$ cat src/rtl/dds_pkg.sv
// rtl/dds_pkg.sv - shared encodings and reset defaults for the dual-channel DDS sequencer
package dds_pkg;

    typedef enum logic [1:0] {
        SEL_FTW  = 2'd0,
        SEL_POW  = 2'd1,
        SEL_MODE = 2'd2,
        SEL_AMP  = 2'd3
    } cfg_sel_e;

    typedef enum logic [1:0] {
        WAVE_ROM = 2'd0,
        WAVE_INV = 2'd1,
        WAVE_SQR = 2'd2,
        WAVE_OFF = 2'd3
    } wave_e;

    typedef enum logic {
        SLOT_A = 1'b0,
        SLOT_B = 1'b1
    } slot_e;

    typedef enum logic [1:0] {
        CFG_IDLE  = 2'd0,
        CFG_PEND  = 2'd1,
        CFG_DRAIN = 2'd2
    } cfg_state_e;

    localparam int MODE_CLR_BIT = 3;
    localparam int MODE_EN_BIT  = 2;

    // ROM wave, accumulator enabled, no clear request
    localparam logic [3:0] MODE_RST = 4'b0100;
    localparam logic [7:0] AMP_RST  = 8'hFF;

endpackage

$ cat src/rtl/dds_phase_ch.sv
// rtl/dds_phase_ch.sv - one DDS channel: shadow/active config, phase accumulator, ROM address
module dds_phase_ch
    import dds_pkg::*;
#(
    parameter int PHASE_WIDTH = 32,
    parameter int ADDR_WIDTH  = 8
) (
    input  logic                   clk,
    input  logic                   rst,
    input  logic                   wr_en,
    input  logic [1:0]             wr_sel,
    input  logic [PHASE_WIDTH-1:0] wr_data,
    input  logic                   step,
    input  logic                   apply,
    output logic [ADDR_WIDTH-1:0]  addr,
    output logic [1:0]             wave,
    output logic [7:0]             amp
);

    logic [PHASE_WIDTH-1:0] sh_ftw;
    logic [PHASE_WIDTH-1:0] sh_pow;
    logic [3:0]             sh_mode;
    logic [7:0]             sh_amp;
    logic [PHASE_WIDTH-1:0] ftw;
    logic [PHASE_WIDTH-1:0] pow;
    logic [2:0]             mode;
    logic [7:0]             amp_act;
    logic [PHASE_WIDTH-1:0] acc;
    logic [PHASE_WIDTH-1:0] phase;

    // Shadow registers take writes; the clear request is consumed by the commit
    always_ff @(posedge clk or posedge rst) begin
        if (rst) begin
            sh_ftw  <= '0;
            sh_pow  <= '0;
            sh_mode <= MODE_RST;
            sh_amp  <= AMP_RST;
        end else begin
            if (apply) begin
                sh_mode[MODE_CLR_BIT] <= 1'b0;
            end
            if (wr_en) begin
                case (cfg_sel_e'(wr_sel))
                    SEL_FTW:  sh_ftw  <= wr_data;
                    SEL_POW:  sh_pow  <= wr_data;
                    SEL_MODE: sh_mode <= wr_data[3:0];
                    SEL_AMP:  sh_amp  <= wr_data[7:0];
                    default:  sh_amp  <= sh_amp;
                endcase
            end
        end
    end

    // Frame-end update: accumulator advances with the outgoing config, then the commit lands
    always_ff @(posedge clk or posedge rst) begin
        if (rst) begin
            acc     <= '0;
            ftw     <= '0;
            pow     <= '0;
            mode    <= MODE_RST[2:0];
            amp_act <= AMP_RST;
        end else if (step) begin
            if (apply && sh_mode[MODE_CLR_BIT]) begin
                acc <= '0;
            end else if (mode[MODE_EN_BIT]) begin
                acc <= acc + ftw;
            end
            if (apply) begin
                ftw     <= sh_ftw;
                pow     <= sh_pow;
                mode    <= sh_mode[2:0];
                amp_act <= sh_amp;
            end
        end
    end

    assign phase = acc + pow;
    assign addr  = phase[PHASE_WIDTH-1 -: ADDR_WIDTH];
    assign wave  = mode[1:0];
    assign amp   = amp_act;

endmodule

$ cat src/rtl/dds_rom_sched.sv
// rtl/dds_rom_sched.sv - two-channel DDS sharing one ROM; DDS_AMP_SCALE_EN enables amplitude scaling
module dds_rom_sched
    import dds_pkg::*;
#(
    parameter int PHASE_WIDTH = 32,
    parameter int ADDR_WIDTH  = 8,
    parameter int DATA_WIDTH  = 8
) (
    input  logic                   clk,
    input  logic                   rst,
    input  logic                   cfg_valid,
    output logic                   cfg_ready,
    input  logic                   cfg_ch,
    input  logic [1:0]             cfg_sel,
    input  logic [PHASE_WIDTH-1:0] cfg_data,
    input  logic                   cfg_commit,
    output logic [ADDR_WIDTH-1:0]  rom_addr,
    input  logic [DATA_WIDTH-1:0]  rom_q,
    output logic                   slot,
    output logic [DATA_WIDTH-1:0]  dout_a,
    output logic [DATA_WIDTH-1:0]  dout_b,
    output logic                   dout_valid
);

    slot_e                  slot_q;
    cfg_state_e             cfg_state;
    cfg_state_e             cfg_state_d;
    logic                   commit_apply;
    logic                   step;
    logic                   wr_a;
    logic                   wr_b;
    logic [ADDR_WIDTH-1:0]  addr_a;
    logic [ADDR_WIDTH-1:0]  addr_b;
    logic [1:0]             wave_a;
    logic [1:0]             wave_b;
    logic [7:0]             amp_a;
    logic [7:0]             amp_b;
    wave_e                  tag_wave;
    logic                   tag_msb;
    logic [DATA_WIDTH-1:0]  shaped;
    logic [DATA_WIDTH-1:0]  sample;
    logic                   primed;

    assign slot = slot_q;
    assign step = (slot_q == SLOT_B);
    assign wr_a = cfg_valid && cfg_ready && !cfg_ch;
    assign wr_b = cfg_valid && cfg_ready && cfg_ch;

    dds_phase_ch #(
        .PHASE_WIDTH (PHASE_WIDTH),
        .ADDR_WIDTH  (ADDR_WIDTH)
    ) u_ch_a (
        .clk     (clk),
        .rst     (rst),
        .wr_en   (wr_a),
        .wr_sel  (cfg_sel),
        .wr_data (cfg_data),
        .step    (step),
        .apply   (commit_apply),
        .addr    (addr_a),
        .wave    (wave_a),
        .amp     (amp_a)
    );

    dds_phase_ch #(
        .PHASE_WIDTH (PHASE_WIDTH),
        .ADDR_WIDTH  (ADDR_WIDTH)
    ) u_ch_b (
        .clk     (clk),
        .rst     (rst),
        .wr_en   (wr_b),
        .wr_sel  (cfg_sel),
        .wr_data (cfg_data),
        .step    (step),
        .apply   (commit_apply),
        .addr    (addr_b),
        .wave    (wave_b),
        .amp     (amp_b)
    );

    // Slot alternates every cycle: A issues in slot 0, B in slot 1
    always_ff @(posedge clk or posedge rst) begin
        if (rst) begin
            slot_q <= SLOT_A;
        end else begin
            slot_q <= (slot_q == SLOT_A) ? SLOT_B : SLOT_A;
        end
    end

    assign rom_addr = (slot_q == SLOT_A) ? addr_a : addr_b;

    // Commit handshake state register
    always_ff @(posedge clk or posedge rst) begin
        if (rst) begin
            cfg_state <= CFG_IDLE;
        end else begin
            cfg_state <= cfg_state_d;
        end
    end

    // Commit waits for the frame end, then holds ready low one more cycle
    always_comb begin
        cfg_state_d  = cfg_state;
        cfg_ready    = 1'b0;
        commit_apply = 1'b0;
        case (cfg_state)
            CFG_IDLE: begin
                cfg_ready = 1'b1;
                if (cfg_commit) begin
                    cfg_state_d = CFG_PEND;
                end
            end
            CFG_PEND: begin
                if (slot_q == SLOT_B) begin
                    commit_apply = 1'b1;
                    cfg_state_d  = CFG_DRAIN;
                end
            end
            CFG_DRAIN: cfg_state_d = CFG_IDLE;
            default:   cfg_state_d = CFG_IDLE;
        endcase
    end

`ifdef DDS_AMP_SCALE_EN
    logic [7:0]            tag_amp;
    logic [8:0]            amp_p1;
    logic [DATA_WIDTH+7:0] prod;

    // Amplitude travels with the issued address so it matches the returning word
    always_ff @(posedge clk or posedge rst) begin
        if (rst) begin
            tag_amp <= AMP_RST;
        end else begin
            tag_amp <= (slot_q == SLOT_A) ? amp_a : amp_b;
        end
    end

    assign amp_p1 = {1'b0, tag_amp} + 9'd1;
    assign prod   = {8'b0, shaped} * {{(DATA_WIDTH-1){1'b0}}, amp_p1};
    assign sample = DATA_WIDTH'(prod >> 8);
`else
    logic unused_amp;
    assign unused_amp = ^{amp_a, amp_b};
    assign sample     = shaped;
`endif

    // Wave mode and phase MSB travel with the issued address to line up with rom_q
    always_ff @(posedge clk or posedge rst) begin
        if (rst) begin
            tag_wave <= WAVE_ROM;
            tag_msb  <= 1'b0;
        end else begin
            tag_wave <= wave_e'((slot_q == SLOT_A) ? wave_a : wave_b);
            tag_msb  <= rom_addr[ADDR_WIDTH-1];
        end
    end

    // Per-channel wave shaping of the returning ROM word
    always_comb begin
        shaped = '0;
        case (tag_wave)
            WAVE_ROM: shaped = rom_q;
            WAVE_INV: shaped = ~rom_q;
            WAVE_SQR: shaped = {DATA_WIDTH{tag_msb}};
            default:  shaped = '0;
        endcase
    end

    // Output alignment: A lands at end of slot 1, B at end of slot 0, then a valid pulse
    always_ff @(posedge clk or posedge rst) begin
        if (rst) begin
            dout_a     <= '0;
            dout_b     <= '0;
            dout_valid <= 1'b0;
            primed     <= 1'b0;
        end else begin
            dout_valid <= (slot_q == SLOT_A) && primed;
            if (slot_q == SLOT_B) begin
                dout_a <= sample;
                primed <= 1'b1;
            end else if (primed) begin
                dout_b <= sample;
            end
        end
    end

endmodule
$ cat config.mk
export PLATFORM = sky130hd
export DESIGN_NAME = dds_rom_sched
export DESIGN_NICKNAME = d
export VERILOG_FILES = /design/src/rtl/dds_pkg.sv /design/src/rtl/dds_phase_ch.sv /design/src/rtl/dds_rom_sched.sv
export SDC_FILE = /design/constraint.sdc
export NUM_CORES = 1
export LEC_CHECK = 0
export BUFFER_PORTS_ARGS = -buffer_cell sky130_fd_sc_hd__buf_2
export CAP_MARGIN = 20
export CORE_MARGIN = 4
export CORE_UTILIZATION = 40
export CTS_BUF_LIST = sky130_fd_sc_hd__clkbuf_4
export CTS_CLUSTER_DIAMETER = 150
export DETAILED_ROUTE_END_ITERATION = 10
export PLACE_DENSITY_LB_ADDON = 0.05
export SYNTH_ARGS = -nofsm -noshare
export SYNTH_HDL_FRONTEND = slang
export SYNTH_SLANG_ARGS = --single-unit
$ cat constraint.sdc
create_clock -name clk -period 15.2 [get_ports clk]
set_input_delay 3.04 -clock clk [delete_from_list [all_inputs] [get_ports clk]]
set_output_delay 3.04 -clock clk [all_outputs]
set_load 0.05 [all_outputs]
==> run_results.csv <==
group,metric,value,unit
global_route,total_global_routing_overflow,0,
logic_synthesis,synth-main-ff-cell,"dfrtp_1",
placed_design,place_area,0.0195,mm2
run,timing.max_cap.violations,0,
route,drt_pass1_iterations,6,
layout,fraction_of_final_layout_cells_with_drive_strength_greater_than_1,0.204,
layout,fillerInstances,4481,
global_route,grt_pass1_wl,76.7,mm
die,die_height,223,um
timing,worst_pin_slew,1010,ps
pwr,leakagePower,10.3,nW
logic_synthesis,mappedNetlistNets,2047,
layout,design.final.nets,2171,
route,post_drt_wl_per_cell,17.7,um
logic_synthesis,synth_sequential_area_ratio,0.485,
route,first_iter_violations,737,
critical_path,critical_path.endpoint_type,"output pin",
logic_synthesis,synth_cells,1876,
critical_path,worstSetupStartpoint,"u_ch_b.acc[6]",
timing,fin_skew,38.7,ps
die,floorplan.core_area,0.0455,mm2
min_path,hold-path-cell-count,2,
cts,cts_max_path_buffers,3,
cts,holdBufCountCts,0,
cts,ctsHtreeMaxLevel,3,
die,ios,74,
layout,postLayoutCellArea,0.0209,mm2
die,initial_core_util,0.406,
critical_path,critical_path.reg2reg.endpoint,"u_ch_b.acc[30]",
timing,rsz_0062_raised_after_global_routing,"no",
critical_path,critical_path_peak_fanout,4,
layout,syn_to_final_growth,13.1,%
critical_path,worst_r2r_start,"u_ch_b.acc[0]",
global_route,antenna_found_initial,3,
logic_synthesis,synth_largest_type_area_fraction,0.480,
global_route,number_of_global_route_vias_before_repair,14112,
timing,final_min_period_over_clock_period,0.463,
route,drt.antenna.violating_nets,0,
pwr,ir_worst_vdd,195,uV
logic_synthesis,distinct_cell_type_count_of_the_synthesized_netlist,77,
logic_synthesis,synth_area_leader_cell,"dfrtp_1",
logic_synthesis,synth-seq-cells,358,
global_route,grt_max_degree,89,
route,wl,47.7,mm
global_route,grt_usage,0.192,
cts,cts_buffers,100,
placed_design,pre_cts_ws,8990,ps
logic_synthesis,synth_edf_count,0,
logic_synthesis,synth.top_cells.by_area,"dfrtp_1 (48%), nand2_1 (11%), ha_1 (8.3%)",
min_path,timing.hold.worst_endpoint,"u_ch_b.pow[26]",
cts,cts.root.buffer_cell,"clkbuf_4",
logic_synthesis,async_flop_share,1.00,
logic_synthesis,avgSynthCellArea,9.84,um2
logic_synthesis,synth_area,0.0185,mm2
timing,fmax,142,MHz
placed_design,port_buffer_cells,73,
logic_synthesis,post_synth_most_frequent_cells,"nand2_1 (522), dfrtp_1 (354), mux2_2 (134)",
critical_path,worst_r2r_path_depth,12,
timing,final_critical_path_setup_slack,8160,ps
timing,report.final.setup_viol,0,
logic_synthesis,synth_most_common_cell,"nand2_1",
timing,tns,0,ps
timing,final_hold_viol_count,0,
route,drt-vias-per-instance,5.20,
die,core.rowCount,78,
critical_path,worst_ep_arrival_time,4000,ps
cts,clk_pin_slew_worst_paths,60,ps
critical_path,required_time_of_the_critical_path,12160,ps
cts,clock-sinks,358,
placed_design,place_hpwl,32.9,mm
logic_synthesis,yosys_warnings,0,
timing,fin_crit,7040,ps
critical_path,timing_worst_setup_path_type,"reg2out",
timing,timing.hold.ws,447,ps
timing,slew_viol_final,0,
route,num_vias,13964,
critical_path,startpoint_type,"flop",
cts,cts_repair_resize_count,0,
cts,worstSkewPairLatency,790,ps
route,drc_errors,0,
die,die_area,0.0497,mm2
die,dieWidth,223,um
min_path,holdCritPathClass,"reg2reg",
placed_design,gp_routability_congestion,0.815,
pwr,pwr_density_cell,222,mW/mm2
cts,cts_setup_buffers,0,
outcome,outcome,"completed",
timing,slew_headroom,0.328,
critical_path,setup.reg_to_reg.worst_slack,11720,ps
cts,tritoncts,"done",
min_path,hold_start,"u_ch_b.sh_pow[26]",
sequential cells by signal, indices dropped and copies added, names as in the netlist:
| signal | cells |
|---|---|
| tag_msb | 1 |
| dout_a | 8 |
| tag_wave | 2 |
| u_ch_b.sh_pow | 32 |
| u_ch_b.acc | 32 |
| u_ch_b.pow | 32 |
| u_ch_a.ftw | 32 |
| u_ch_a.mode | 3 |
| u_ch_a.pow | 32 |
| u_ch_b.ftw | 32 |
| u_ch_b.sh_ftw | 32 |
| primed | 1 |
| dout_valid | 1 |
| slot | 1 |
| u_ch_a.sh_pow | 32 |
| dout_b | 8 |
| u_ch_a.sh_ftw | 32 |
| u_ch_b.mode | 3 |
| u_ch_a.acc | 32 |
| u_ch_a.sh_mode | 4 |
| u_ch_b.sh_mode | 4 |
| cfg_state | 2 |
worst max-delay path: stages, from the launching register on:
cell       delay [ps]
dfrtp_1           400
ha_1              340
o2111ai_1         130
a21oi_1           140
nor2_1             80
o21ai_0           500
a21oi_1           280
a31oi_1           440
a21oi_1           170
o21ai_0           180
a41oi_1           130
a21oi_1           140
buf_2             280
area by class of cell:
cell class              count  area, um2  area share
inverters                  29        119     0.00569
multi-input cells        1418       9150       0.438
diodes                      5       12.5    0.000599
flip-flops and latches    358       8960       0.429
repair buffers             93        515      0.0247
well taps                 600        751      0.0359
clock inverters            23        168     0.00803
clock buffers             161       1210      0.0579
worst max path at each step:
stage,slack [ps],depth (start not counted),to
floorplan,2230,1,cfg_state[0]
global placement,8990,12,rom_addr[7]
detailed placement,8990,12,rom_addr[6]
CTS,8050,12,rom_addr[6]
global route,7790,12,rom_addr[6]
finish,8160,12,rom_addr[6]
through the flow:
| step | utilization | total power, mW | instances |
|---|---|---|---|
| after global routing | 0.459 | 5.05 | 2686 |
| after CTS | 0.459 | 4.70 | 2682 |
| after global placement | 0.429 | 3.69 | 2498 |
| after floorplan | - | 3.20 | 1876 |
| after detailed placement | 0.429 | 3.72 | 2498 |
| final | 0.459 | 4.63 | 2687 |
cell families after synthesis:
kind of cell               after synthesis  share of synthesized area
DFF                                    358                      0.485
and+or+nand+nor                        728                      0.166
adders and majority gates              124                     0.0848
buffers and inverters                  100                     0.0204
AOI/OAI and AO/OA                      361                      0.127
xor gates and xnor gates                67                     0.0318
muxes                                  138                     0.0839
where the power goes:
part	total [mW]	switching [mW]	internal [mW]
sequential	1.58	0.264	1.32
combinational	2.12	1.24	0.873
clock	0.935	0.408	0.527
cell usage in the layout (no fill, tap or decap), drive strengths merged, types with 12 or more instances in the layout:
cell / Yosys / layout
nor2: 69 / 69
xor2: 18 / 18
mux2: 134 / 134
dfrtp: 354 / 354
ha: 122 / 122
nand3: 34 / 34
nand2: 522 / 522
buf: 8 / 93
clkbuf: 63 / 161
a21o: 38 / 38
inv: 28 / 28
and3: 12 / 12
clkinv: 1 / 21
a21oi: 114 / 114
nor2b: 12 / 12
o21a: 23 / 23
a211oi: 26 / 26
nor3: 20 / 20
o21ai: 81 / 81
xnor2: 49 / 49
layer usage:
| metal | vias to the layer above | GRT usage | part of all wire |
|---|---|---|---|
| met2 | 257 | 0.316 | 0.47 |
| met5 | - | 0 | 0 |
| met4 | 0 | 0.0579 | 0.024 |
| met1 | 6787 | 0.253 | 0.46 |
| met3 | 75 | 0.0443 | 0.042 |
| li1 | 6845 | - | - |
Power figures use the tool's default switching activity.
